`config.mk`:
```
export PLATFORM = sky130hd
export DESIGN_NAME = seg7_scan_ctrl
export DESIGN_NICKNAME = d
export VERILOG_FILES = /design/src/rtl/seg7_pkg.sv /design/src/rtl/seg7_hex_decode.sv /design/src/rtl/seg7_scan_ctrl.sv
export SDC_FILE = /design/constraint.sdc
export NUM_CORES = 1
export LEC_CHECK = 0
export CAP_MARGIN = 5
export CORE_UTILIZATION = 40
export CTS_CLUSTER_SIZE = 8
export DETAILED_ROUTE_END_ITERATION = 6
export HOLD_SLACK_MARGIN = 0.05
export PLACE_DENSITY = 0.65
export SYNTH_ARGS = -nofsm -noshare
export SYNTH_HDL_FRONTEND = slang
export SYNTH_HIERARCHICAL = 1
export SYNTH_SLANG_ARGS = --single-unit
```
`constraint.sdc`:
```
create_clock -name clk -period 3.1 [get_ports clk]
set_input_delay 0.62 -clock clk [delete_from_list [all_inputs] [get_ports clk]]
set_output_delay 0.62 -clock clk [all_outputs]
set_load 0.01 [all_outputs]
```
`src/rtl/seg7_pkg.sv`:
```
// Shared 7-segment definitions: blank pattern, segment type and hex-to-segment decode.
// Segment bit order is {g,f,e,d,c,b,a}; hex_to_seg returns active-high segments.
package seg7_pkg;

    typedef logic [6:0] seg_t;

    localparam seg_t SEG7_OFF = 7'h7F;

    function automatic seg_t hex_to_seg(input logic [3:0] nib);
        seg_t seg;
        case (nib)
            4'h0:    seg = 7'h3F;
            4'h1:    seg = 7'h06;
            4'h2:    seg = 7'h5B;
            4'h3:    seg = 7'h4F;
            4'h4:    seg = 7'h66;
            4'h5:    seg = 7'h6D;
            4'h6:    seg = 7'h7D;
            4'h7:    seg = 7'h07;
            4'h8:    seg = 7'h7F;
            4'h9:    seg = 7'h6F;
            4'hA:    seg = 7'h77;
            4'hB:    seg = 7'h7C;  // lowercase b
            4'hC:    seg = 7'h39;
            4'hD:    seg = 7'h5E;  // lowercase d
            4'hE:    seg = 7'h79;
            default: seg = 7'h71;
        endcase
        return seg;
    endfunction

endpackage

```
`src/rtl/seg7_hex_decode.sv`:
```
// Combinational hex nibble to active-high segment decoder, shared by all digits of
// the scan controller since only one digit is driven at a time.
module seg7_hex_decode
    import seg7_pkg::*;
(
    input  logic [3:0] nib_i,
    output seg_t       seg_o
);

    assign seg_o = hex_to_seg(nib_i);

endmodule

```
`src/rtl/seg7_scan_ctrl.sv`:
```
// Time-multiplexed N-digit 7-segment scan controller with frame-synchronous shadow update,
// ghost blanking and leading-zero suppression. Define SEG7_DIM_EN to add the 4-bit brightness input.
module seg7_scan_ctrl
    import seg7_pkg::*;
#(
    parameter int N_DIGITS     = 4,
    parameter int DWELL_CYCLES = 1351,
    parameter int BLANK_CYCLES = 16
) (
    input  logic                  clk,
    input  logic                  rst,
    input  logic                  load,
    input  logic [4*N_DIGITS-1:0] value,
    input  logic [N_DIGITS-1:0]   dp_in,
    input  logic [N_DIGITS-1:0]   dig_en,
    input  logic                  lzb_en,
`ifdef SEG7_DIM_EN
    input  logic [3:0]            bright,
`endif
    output logic [N_DIGITS-1:0]   anode,
    output logic [6:0]            seven,
    output logic                  dp,
    output logic                  frame_pulse,
    output logic                  busy
);

    localparam int IW = ($clog2(N_DIGITS) > 1) ? $clog2(N_DIGITS) : 1;
    localparam int PW = $clog2(DWELL_CYCLES);

    localparam logic [PW-1:0] PRESC_LAST = PW'(DWELL_CYCLES - 1);
    localparam logic [PW-1:0] BLANK_END  = PW'(BLANK_CYCLES);
    localparam logic [IW-1:0] IDX_LAST   = IW'(N_DIGITS - 1);

    logic [PW-1:0]           presc_q, presc_d;
    logic [IW-1:0]           idx_q, idx_d;
    logic                    slot_end, wrap;

    logic [4*N_DIGITS-1:0]   pend_val_q, act_val_q;
    logic [N_DIGITS-1:0]     pend_dp_q, act_dp_q;
    logic [N_DIGITS-1:0]     pend_en_q, act_en_q;
    logic                    pend_lzb_q, act_lzb_q;
    logic                    busy_q, busy_d;
    logic                    frame_q;
`ifdef SEG7_DIM_EN
    logic [3:0]              pend_bright_q, act_bright_q;
`endif

    logic [3:0]              cur_nib;
    logic                    cur_dp, cur_en, cur_lz;
    logic [N_DIGITS-1:0]     lz_mask;
    logic                    upper_zero;
    logic                    duty_on;
    logic                    dark;
    seg_t                    cur_seg;

    logic [N_DIGITS-1:0]     anode_q, anode_d;
    seg_t                    seven_q, seven_d;
    logic                    dp_q, dp_d;

    // Scan timing: prescaler per slot, digit index per frame; both wrap explicitly.
    always_comb begin
        slot_end = (presc_q == PRESC_LAST);
        wrap     = slot_end && (idx_q == IDX_LAST);
        presc_d  = slot_end ? '0 : presc_q + PW'(1);
        idx_d    = idx_q;
        if (slot_end) begin
            idx_d = (idx_q == IDX_LAST) ? '0 : idx_q + IW'(1);
        end
    end

    always_ff @(posedge clk or negedge rst) begin
        if (!rst) begin
            presc_q <= '0;
            idx_q   <= '0;
        end else begin
            presc_q <= presc_d;
            idx_q   <= idx_d;
        end
    end

    // A load coinciding with the wrap still lands in pending and keeps busy set.
    assign busy_d = load | (busy_q & ~wrap);

    always_ff @(posedge clk or negedge rst) begin
        if (!rst) begin
            pend_val_q    <= '0;
            pend_dp_q     <= '0;
            pend_en_q     <= '0;
            pend_lzb_q    <= 1'b0;
            act_val_q     <= '0;
            act_dp_q      <= '0;
            act_en_q      <= '0;
            act_lzb_q     <= 1'b0;
            busy_q        <= 1'b0;
            frame_q       <= 1'b0;
`ifdef SEG7_DIM_EN
            pend_bright_q <= '0;
            act_bright_q  <= '0;
`endif
        end else begin
            if (load) begin
                pend_val_q    <= value;
                pend_dp_q     <= dp_in;
                pend_en_q     <= dig_en;
                pend_lzb_q    <= lzb_en;
`ifdef SEG7_DIM_EN
                pend_bright_q <= bright;
`endif
            end
            if (wrap && busy_q) begin
                act_val_q     <= pend_val_q;
                act_dp_q      <= pend_dp_q;
                act_en_q      <= pend_en_q;
                act_lzb_q     <= pend_lzb_q;
`ifdef SEG7_DIM_EN
                act_bright_q  <= pend_bright_q;
`endif
            end
            busy_q  <= busy_d;
            frame_q <= wrap;
        end
    end

    // lz_mask[i] is set when nibble i and every nibble above it are zero.
    always_comb begin
        upper_zero = 1'b1;
        lz_mask    = '0;
        for (int i = N_DIGITS - 1; i >= 0; i--) begin
            upper_zero = upper_zero & (act_val_q[4*i +: 4] == 4'h0);
            lz_mask[i] = upper_zero;
        end
        lz_mask[0] = 1'b0;
    end

    always_comb begin
        cur_nib = '0;
        cur_dp  = 1'b0;
        cur_en  = 1'b0;
        cur_lz  = 1'b0;
        for (int i = 0; i < N_DIGITS; i++) begin
            if (idx_q == IW'(i)) begin
                cur_nib = act_val_q[4*i +: 4];
                cur_dp  = act_dp_q[i];
                cur_en  = act_en_q[i];
                cur_lz  = lz_mask[i];
            end
        end
    end

    seg7_hex_decode u_decode (
        .nib_i (cur_nib),
        .seg_o (cur_seg)
    );

`ifdef SEG7_DIM_EN
    logic [PW-1:0] lit_phase;
    assign lit_phase = presc_q - BLANK_END;
    assign duty_on   = (lit_phase[3:0] < act_bright_q);
`else
    assign duty_on   = 1'b1;
`endif

    always_comb begin
        dark    = ~cur_en | (act_lzb_q & cur_lz);
        anode_d = '1;
        seven_d = SEG7_OFF;
        dp_d    = 1'b1;
        if (presc_q >= BLANK_END) begin
            seven_d = ~cur_seg;
            dp_d    = ~cur_dp;
            if (!dark && duty_on) begin
                anode_d = ~(N_DIGITS'(1) << idx_q);
            end
        end
    end

    // Output stage: one cycle behind the prescaler/index.
    always_ff @(posedge clk or negedge rst) begin
        if (!rst) begin
            anode_q <= '1;
            seven_q <= SEG7_OFF;
            dp_q    <= 1'b1;
        end else begin
            anode_q <= anode_d;
            seven_q <= seven_d;
            dp_q    <= dp_d;
        end
    end

    assign anode       = anode_q;
    assign seven       = seven_q;
    assign dp          = dp_q;
    assign frame_pulse = frame_q;
    assign busy        = busy_q;

endmodule

```
==> impl_metrics.env, run 1 <==
export IMPL_status="finished, final reports clean"
export IMPL_critPathKind="reg2reg"
export IMPL_ios=42
export IMPL_cts_root_buf="clkbuf_8"
export IMPL_drive_gt1_frac=0.2844
export IMPL_grt_max_degree=78
export IMPL_r2r_worst_path_cells=9
export IMPL_p_leak_nw=1.835
export IMPL_die_w_um=96.72
export IMPL_cts_hold_buf=0
export IMPL_path_clk_slew_ns=0.07
export IMPL_syn_cell_area_um2=3588
export IMPL_cts_htree_levels=3
export IMPL_core_um2=8721
export IMPL_end_kind="flop"
export IMPL_fin_crit_sh=0.8712
export IMPL_nFillCells=776
export IMPL_io_buffer_count=41
export IMPL_critPathLaunch="idx_q[1]$_DFFE_PN0N_"
export IMPL_cp_max_fo=10
export IMPL_final_hold_violation_count=0
export IMPL_setup_viol=0
export IMPL_postRouteAntennaNets=0
export IMPL_r2r_end="seven[3]$_DFF_PN1_"
export IMPL_maxSlewHeadroom=0.3745
export IMPL_clockBufferDepth=2
export IMPL_grt_pass1_vias=2138
export IMPL_ir_drop_mv=0.2386
export IMPL_synth_cell_types=43
export IMPL_cts_tree="done"
export IMPL_via_per_inst=5.002
export IMPL_avgSynthCellArea_um2=13.24
export IMPL_critical_path_required_ns=3.38
export IMPL_rows=34
export IMPL_dp_hpwl_um=4297
export IMPL_cap_violations=0
export IMPL_synth_top_area_share=0.4533
export IMPL_fmax_mhz=370.3
export IMPL_r2r_start="idx_q[1]$_DFFE_PN0N_"
export IMPL_fin_nets=357
export IMPL_r2r_setup_slack_ns=0.40
export IMPL_dieHeight_um=96.72
export IMPL_synthCells=271
export IMPL_synth_seq_area_share=0.5411
export IMPL_gp_congestion=0.8865
export IMPL_power_density_nw_per_um2=426.6
export IMPL_worstSkewPairLatency_ns=0.34
export IMPL_numCtsBuffers=9
export IMPL_ys_flop_type="dfrtp_1"
export IMPL_cts_resized=0
export IMPL_finalCriticalPeriod_ns=2.701
export IMPL_drtIter0Drc=103
export IMPL_slew_violations=0
export IMPL_yosysTopAreaCell="dfrtp_1"
export IMPL_postCtsSetupBuffers=0
export IMPL_critPathLaunchType="flop"
export IMPL_async_reset_ff_frac=1.000
export IMPL_place_ws_ns=0.2629
export IMPL_setup_slack_ns=0.3992
export IMPL_final_util=0.4864
export IMPL_cts_sinks=77
export IMPL_finClkSkew_ns=0.01156
export IMPL_worstHoldPathType="in2async"
export IMPL_synth_seq_cells=77
export IMPL_antenna_found_initial=0
export IMPL_yosys_warnings=6
export IMPL_initial_utilization=0.4115
export IMPL_grtUsageTotal=0.1399
export IMPL_wire_per_inst_um=14.16
export IMPL_grt_overflow=0
export IMPL_n_antenna_cell=0
export IMPL_rsz0062_at_grt="no"
export IMPL_finalHoldWorstSlack_ns=0.3945
export IMPL_worst_pin_slew_ns=0.9382
export IMPL_num_vias=2141
export IMPL_tns_ns=0
export IMPL_finalWirelength_um=6062
export IMPL_cp_arrival_ns=2.98
export IMPL_synth_edf_count=0
export IMPL_fin_total_pwr_mw=1.810
export IMPL_die_area_um2=9354
export IMPL_grt_pass1_wl_um=10430
export IMPL_drcViolationCount=0
export IMPL_first_pass_iters=4
export IMPL_ys_top_cells_by_area="dfrtp_1 45%, mux2_2 11%, dfstp_2 8.8%"
export IMPL_syn2layout_area_growth_pct=18.20
export IMPL_syn_nets=313
worst max-delay path, cell delays in order, from the launching register on:
cell      delay [ns]
dfrtp_1         0.37
inv_1           0.08
ha_1            0.29
nor2b_1         0.33
a221oi_1        0.15
o31ai_2         0.37
inv_1           0.17
ha_1            0.31
mux4_1          0.49
nand2_1         0.07
layout by cell type (no fill, tap or decap), drive strengths merged, types with 3 or more instances in the layout:
master         instances
mux2                  54
buf                    6
nor3                   4
nand2                 20
nor2                  11
nand3                  5
clkbuf                14
a221oi                 5
nor2b                  3
inv                   14
clkdlybuf4s50         40
xnor2                  6
o21ai                  8
dfstp                 12
a21oi                  5
dfrtp                 65
o31ai                  4
ha                    14
nor4                   3
metrics by stage:
step	std cells	instance area (um2)
final	428	4242
after floorplan	271	3588
after global placement	412	4064
after global routing	428	4242
after CTS	428	4237
after detailed placement	412	4064
metal layers:
metal	vias up	GRT usage	part of all wire
met5	-	0	0
met2	46	0.2048	0.44
li1	1033	-	-
met4	0	0.04822	0.014
met3	9	0.04046	0.044
met1	1053	0.1986	0.50
Yosys cell counts (all sizes together) (2+ instances only):
cell type	number
buf	6
a21oi	5
nor3	4
nand3	5
xnor2	6
nor2b	3
mux2i	2
dfstp	12
a221oi	5
dfrtp	65
or3	2
ha	14
clkbuf	7
nor4	3
xor2	2
o21ai	8
o31ai	4
mux2	54
nand2	20
inv	14
nor2	11
worst max-delay path by stage:
stage / end / slack, ns / cells after the start
finish: seven[3]$_DFF_PN1_ / 0.40 / 9
detailed placement: seven[3]$_DFF_PN1_ / 0.26 / 9
CTS: seven[3]$_DFF_PN1_ / 0.24 / 9
floorplan: seven[3]$_DFF_PN1_ / 0.49 / 10
global route: seven[3]$_DFF_PN1_ / 0.15 / 9
global placement: seven[3]$_DFF_PN1_ / 0.41 / 9
kinds of logic after synthesis:
| logic type | after synthesis | synth area share |
|---|---|---|
| DFF | 77 | 0.5411 |
| and+or+nand+nor | 60 | 0.08962 |
| muxes | 57 | 0.2033 |
| AOI/OAI and AO/OA | 28 | 0.05370 |
| buffers and inverters | 27 | 0.04393 |
| adders and majority gates | 14 | 0.04882 |
| xor gates and xnor gates | 8 | 0.01953 |
area by class of cell:
class,instances,area (um2),area share
clock inverter,2,10.01,0.002360
sequential,77,1942,0.4578
multi-input combinational,167,1494,0.3522
clock buffer,14,162.7,0.03835
timing repair buffer,46,445.4,0.1050
tap,108,135.1,0.03186
inverter,14,52.55,0.01239
where the power goes:
group	total, mW	switching (mW)	internal [mW]	leakage, nW
combinational	0.0944	0.0350	0.0593	0.788
clock	0.660	0.327	0.333	0.0905
sequential	1.06	0.0178	1.04	0.957
total	1.81	0.379	1.43	1.83
state kept, by name (all words and copies together), names as in the netlist, 7 cells and up:
register / cells
act_val_q: 16
pend_val_q: 16
presc_q: 11
seven: 7
(Power assumes the default switching activity.)
==> run 2: changes to the inputs <==
--- a/config.mk
+++ b/config.mk
@@ -6,6 +6,7 @@
 export NUM_CORES = 1
 export LEC_CHECK = 0
 export CAP_MARGIN = 5
+export CORE_ASPECT_RATIO = 1.75
 export CORE_UTILIZATION = 40
 export CTS_CLUSTER_SIZE = 8
 export DETAILED_ROUTE_END_ITERATION = 6
==> impl_metrics.env, run 2 (synthesis gave the netlist of run 1 again) <==
export IMPL_ios=42
export IMPL_wire_per_inst_um=14.46
export IMPL_placed_cells=421
export IMPL_cts_root_buf="clkbuf_16"
export IMPL_layoutNonFillerInstCount=437
export IMPL_fin_crit_sh=0.9013
export IMPL_setup_slack_ns=0.3060
export IMPL_grtUsageMet3=0.03391
export IMPL_p_leak_nw=1.881
export IMPL_io_buffer_count=41
export IMPL_multi_input_area_um2=1494
export IMPL_drive_gt1_frac=0.2844
export IMPL_critPathLaunchType="flop"
export IMPL_critPathKind="reg2reg"
export IMPL_finClkSkew_ns=0.003566
export IMPL_cts_htree_levels=3
export IMPL_grt_busiest_layer="met2"
export IMPL_globalRouteMet1Util=0.1893
export IMPL_core_um2=8671
export IMPL_dpl_instance_area_um2=4075
export IMPL_worstHoldPathType="in2async"
export IMPL_ir_drop_mv=0.4340
export IMPL_numCtsBuffers=9
export IMPL_final_cell_mix="65 x dfrtp_1, 40 x clkdlybuf4s50_1, 34 x mux2_2, 20 x nand2_1, 20 x mux2_4"
export IMPL_postRouteAntennaNets=0
export IMPL_cts_hold_buf=0
export IMPL_rows=45
export IMPL_drtIter0Drc=107
export IMPL_grt_max_degree=78
export IMPL_path_clk_slew_ns=0.05
export IMPL_fin_area_um2=4354
export IMPL_cts_sinks=77
export IMPL_die_area_um2=9369
export IMPL_grtUsageTotal=0.1582
export IMPL_fmax_mhz=357.9
export IMPL_gp_congestion=0.8672
export IMPL_reg_top3="act_val_q (16), pend_val_q (16), presc_q (11)"
export IMPL_drcViolationCount=0
export IMPL_critical_path_required_ns=3.37
export IMPL_dp_hpwl_um=4490
export IMPL_cts_tree="done"
export IMPL_via_per_inst=4.918
export IMPL_final_common_cell="dfrtp_1"
export IMPL_cp_arrival_ns=3.07
export IMPL_rsz0062_at_grt="no"
export IMPL_dieHeight_um=127.3
export IMPL_syn2layout_area_growth_pct=21.34
export IMPL_clockBufferDepth=2
export IMPL_regArea_um2=1942
export IMPL_finalHoldWorstSlack_ns=0.4128
export IMPL_first_pass_iters=4
export IMPL_gr_usage_met2=0.2590
export IMPL_slew_violations=0
export IMPL_setup_viol=0
export IMPL_end_kind="flop"
export IMPL_worstSkewPairLatency_ns=0.33
export IMPL_grt_pass1_wl_um=10930
export IMPL_finalWirelength_um=6319
export IMPL_tns_ns=0
export IMPL_finalCriticalPeriod_ns=2.794
export IMPL_grt_pass1_vias=2243
export IMPL_worst_pin_slew_ns=0.9431
export IMPL_cp_max_fo=10
export IMPL_cap_violations=0
export IMPL_final_hold_violation_count=0
export IMPL_fin_nets=357
export IMPL_nFillCells=808
export IMPL_power_density_nw_per_um2=482.8
export IMPL_antenna_found_initial=0
export IMPL_num_vias=2149
export IMPL_final_util=0.5022
export IMPL_maxSlewHeadroom=0.3713
export IMPL_fin_total_pwr_mw=2.102
export IMPL_grt_overflow=0
export IMPL_n_antenna_cell=0
export IMPL_place_ws_ns=0.1560
export IMPL_die_w_um=73.60
export IMPL_initial_utilization=0.4139
export IMPL_status="finished, final reports clean"
[run 2: cell counts in the layout (fill, tap and decap cells not counted)]
No cell type changed its count.
[run 2: repair_timing]
action / CTS / global route
setup endpoints to repair: 0 / 1
gates resized for setup: 0 / 1
setup buffers: 0 / 0
[run 2: area by class of cell]
class | instances | share of cell area
Clock buffer | 14 | 0.06063
Clock inverter | 2 | 0.002299
Inverter | 14 | 0.01207
Multi-Input combinational cell | 167 | 0.3431
Sequential cell | 77 | 0.4460
Tap cell | 117 | 0.03362
Timing Repair Buffer | 46 | 0.1023
[run 2: report_power, final]
part,switching [mW],total (mW),internal [mW]
combinational,0.0357,0.0950,0.0594
clock,0.367,0.950,0.583
sequential,0.0176,1.06,1.04
[run 2: worst paths after layout]
kind                                      start                        end  slack [ns]  depth (start not counted)
setup reg to reg           idx_q[1]$_DFFE_PN0N_         seven[3]$_DFF_PN1_        0.31                          9
hold reg to reg            presc_q[0]$_DFF_PN0_       presc_q[0]$_DFF_PN0_        0.49                          1
max in group asynchronous                   rst  pend_val_q[3]$_DFFE_PN0P_        2.05                          1
setup / recovery           idx_q[1]$_DFFE_PN0N_         seven[3]$_DFF_PN1_        0.31                          9
min in group clk           presc_q[0]$_DFF_PN0_       presc_q[0]$_DFF_PN0_        0.49                          1
hold / removal                              rst       presc_q[4]$_DFF_PN0_        0.41                          1
[run 2: per-layer routing]
| metal | vias up | wire (um) |
|---|---|---|
| li1 | 1032 | - |
| met1 | 1058 | 2692 |
| met2 | 46 | 3266 |
| met3 | 13 | 172 |
| met4 | 0 | 186 |
| met5 | - | 0 |
[run 2: worst max-delay path: stages, from the launching register on]
cell,delay (ns)
dfrtp_1,0.37
inv_1,0.08
ha_1,0.30
nor2b_1,0.38
a221oi_1,0.15
o31ai_2,0.40
inv_1,0.18
ha_1,0.32
mux4_1,0.48
nand2_1,0.07
==> run 3: changes to the inputs <==
--- a/config.mk
+++ b/config.mk
@@ -6,12 +6,14 @@
 export NUM_CORES = 1
 export LEC_CHECK = 0
 export CAP_MARGIN = 5
+export CELL_PAD_IN_SITES_DETAIL_PLACEMENT = 1
+export CELL_PAD_IN_SITES_GLOBAL_PLACEMENT = 2
 export CORE_ASPECT_RATIO = 1.75
-export CORE_UTILIZATION = 40
+export CORE_UTILIZATION = 39
 export CTS_CLUSTER_SIZE = 8
 export DETAILED_ROUTE_END_ITERATION = 6
 export HOLD_SLACK_MARGIN = 0.05
-export PLACE_DENSITY = 0.65
+export PLACE_DENSITY = 0.85
 export SYNTH_ARGS = -nofsm -noshare
 export SYNTH_HDL_FRONTEND = slang
 export SYNTH_HIERARCHICAL = 1
==> impl_metrics.env, run 3 (synthesis gave the netlist of run 1 again) <==
export IMPL_power_density_nw_per_um2=487.7
export IMPL_antenna_found_initial=0
export IMPL_numCtsBuffers=9
export IMPL_crit_family="compound AO/OA/AOI/OAI gates"
export IMPL_io_buffer_count=41
export IMPL_final_cell_mix="65 x dfrtp_1, 40 x clkdlybuf4s50_1, 34 x mux2_2, 20 x nand2_1, 20 x mux2_4"
export IMPL_syn2layout_area_growth_pct=21.44
export IMPL_swShare=0.2097
export IMPL_maxSlewHeadroom=0.3693
export IMPL_slew_violations=0
export IMPL_slowest_stage="o31ai_1"
export IMPL_fin_crit_sh=0.9510
export IMPL_intPower_mw=1.680
export IMPL_worst_pin_slew_ns=0.9461
export IMPL_p_leak_nw=1.879
export IMPL_final_hold_violation_count=0
export IMPL_drive_gt1_frac=0.2875
export IMPL_grt_max_degree=78
export IMPL_die_w_um=74.51
export IMPL_finalCriticalPeriod_ns=2.948
export IMPL_cp_arrival_ns=3.23
export IMPL_cts_tree="done"
export IMPL_cts_sinks=77
export IMPL_wl_met3_um=229
export IMPL_final_util=0.4854
export IMPL_postRouteAntennaNets=0
export IMPL_finalWirelength_um=7492
export IMPL_gp_congestion=0.8324
export IMPL_grt_pass1_vias=2522
export IMPL_initial_utilization=0.3997
export IMPL_fmax_mhz=339.2
export IMPL_via_per_inst=5.043
export IMPL_critPathLaunchType="flop"
export IMPL_wl_met2_um=4064
export IMPL_top_layer_used="met4"
export IMPL_wl_met1_um=2869
export IMPL_setup_viol=0
export IMPL_crit_path_max_incr_delay_ns=0.53
export IMPL_ios=42
export IMPL_first_pass_iters=4
export IMPL_crit_buf_inv=2
export IMPL_grt_overflow=0
export IMPL_fin_nets=357
export IMPL_worstHoldPathType="in2async"
export IMPL_dieHeight_um=128.9
export IMPL_cts_hold_buf=0
export IMPL_clockBufferDepth=2
export IMPL_final_common_cell="dfrtp_1"
export IMPL_critical_path_required_ns=3.38
export IMPL_drtIter0Drc=104
export IMPL_n_antenna_cell=0
export IMPL_seqPwrFrac=0.498
export IMPL_grt_pass1_wl_um=12520
export IMPL_reg_top3="act_val_q (16), pend_val_q (16), presc_q (11)"
export IMPL_die_area_um2=9604
export IMPL_cts_root_buf="clkbuf_16"
export IMPL_dp_hpwl_um=5319
export IMPL_cap_violations=0
export IMPL_p_comb_frac=0.046
export IMPL_end_kind="flop"
export IMPL_num_vias=2219
export IMPL_ir_drop_mv=0.2636
export IMPL_grtUsageTotal=0.1818
export IMPL_worstSkewPairLatency_ns=0.34
export IMPL_cp_max_fo=10
export IMPL_cts_resized=0
export IMPL_rsz0062_at_grt="no"
export IMPL_wire_per_inst_um=17.03
export IMPL_critPathKind="reg2reg"
export IMPL_cts_htree_levels=3
export IMPL_tns_ns=0
export IMPL_layoutNonFillerInstCount=440
export IMPL_status="finished, final reports clean"
export IMPL_postCtsSetupBuffers=0
export IMPL_switching_power_uw=445.8
export IMPL_finClkSkew_ns=0.007743
export IMPL_core_um2=8979
export IMPL_placed_cells=424
export IMPL_rows=46
export IMPL_drcViolationCount=0
export IMPL_path_clk_slew_ns=0.06
export IMPL_pwr_share_clk=0.457
export IMPL_path_cells="inv_1 > ha_1 > nor2b_1 > a221oi_1 > o31ai_1 > inv_1 > ha_1 > mux4_1 > nand2_1"
run 3: metal layers:
layer  up-vias  track usage
met5         -            0
met4         0       0.1299
met3        26      0.04072
met2        46       0.3031
met1      1118       0.1974
li1       1029            -
run 3: power groups by stage:
stage,Sequential [mW],Combinational [mW],Clock (mW)
final,1.06,0.0968,0.971
after global routing,1.06,0.108,1.05
after CTS,1.06,0.100,1.01
after detailed placement,1.08,0.0999,0
after global placement,1.07,0.0974,0
after floorplan,1.07,0.0403,0
run 3: path summary, 6_finish.rpt:
check	from	endpoint	slack [ns]	cells after the start
min reg2reg	presc_q[0]$_DFF_PN0_	presc_q[0]$_DFF_PN0_	0.48	1
min	rst	pend_val_q[9]$_DFFE_PN0P_	0.43	1
max in group asynchronous	rst	pend_val_q[0]$_DFFE_PN0P_	2.06	1
max reg2reg	idx_q[1]$_DFFE_PN0N_	seven[3]$_DFF_PN1_	0.15	9
min in group clk	presc_q[0]$_DFF_PN0_	presc_q[0]$_DFF_PN0_	0.48	1
max	idx_q[1]$_DFFE_PN0N_	seven[3]$_DFF_PN1_	0.15	9
run 3: cell type report:
class                   count  area, um2
flip-flops and latches     77       1942
well taps                 120      150.1
clock buffers              12      256.5
clock inverters             4      22.52
inverters                  14      52.55
multi-input cells         167       1489
repair buffers             46      445.4
fillers                   955       4621
run 3: stage by stage:
step | total power, mW | area (um2) | hold slack [ns] | worst slack, ns
after global routing | 2.216 | 4358 | 0.4963 | 0.009388
final | 2.126 | 4358 | 0.4335 | 0.1520
after detailed placement | 1.176 | 4079 | 0.4787 | 0.1902
after floorplan | 1.108 | 3588 | 0.3244 | 0.4910
after global placement | 1.172 | 4079 | 0.4730 | 0.3978
after CTS | 2.165 | 4358 | 0.4663 | 0.1526
run 3: worst register-to-register path, stage by stage (launching register included):
cell and delay [ns]:
dfrtp_1 0.37, inv_1 0.09, ha_1 0.29, nor2b_1 0.32, a221oi_1 0.13, o31ai_1 0.53
inv_1 0.21, ha_1 0.35, mux4_1 0.51, nand2_1 0.08
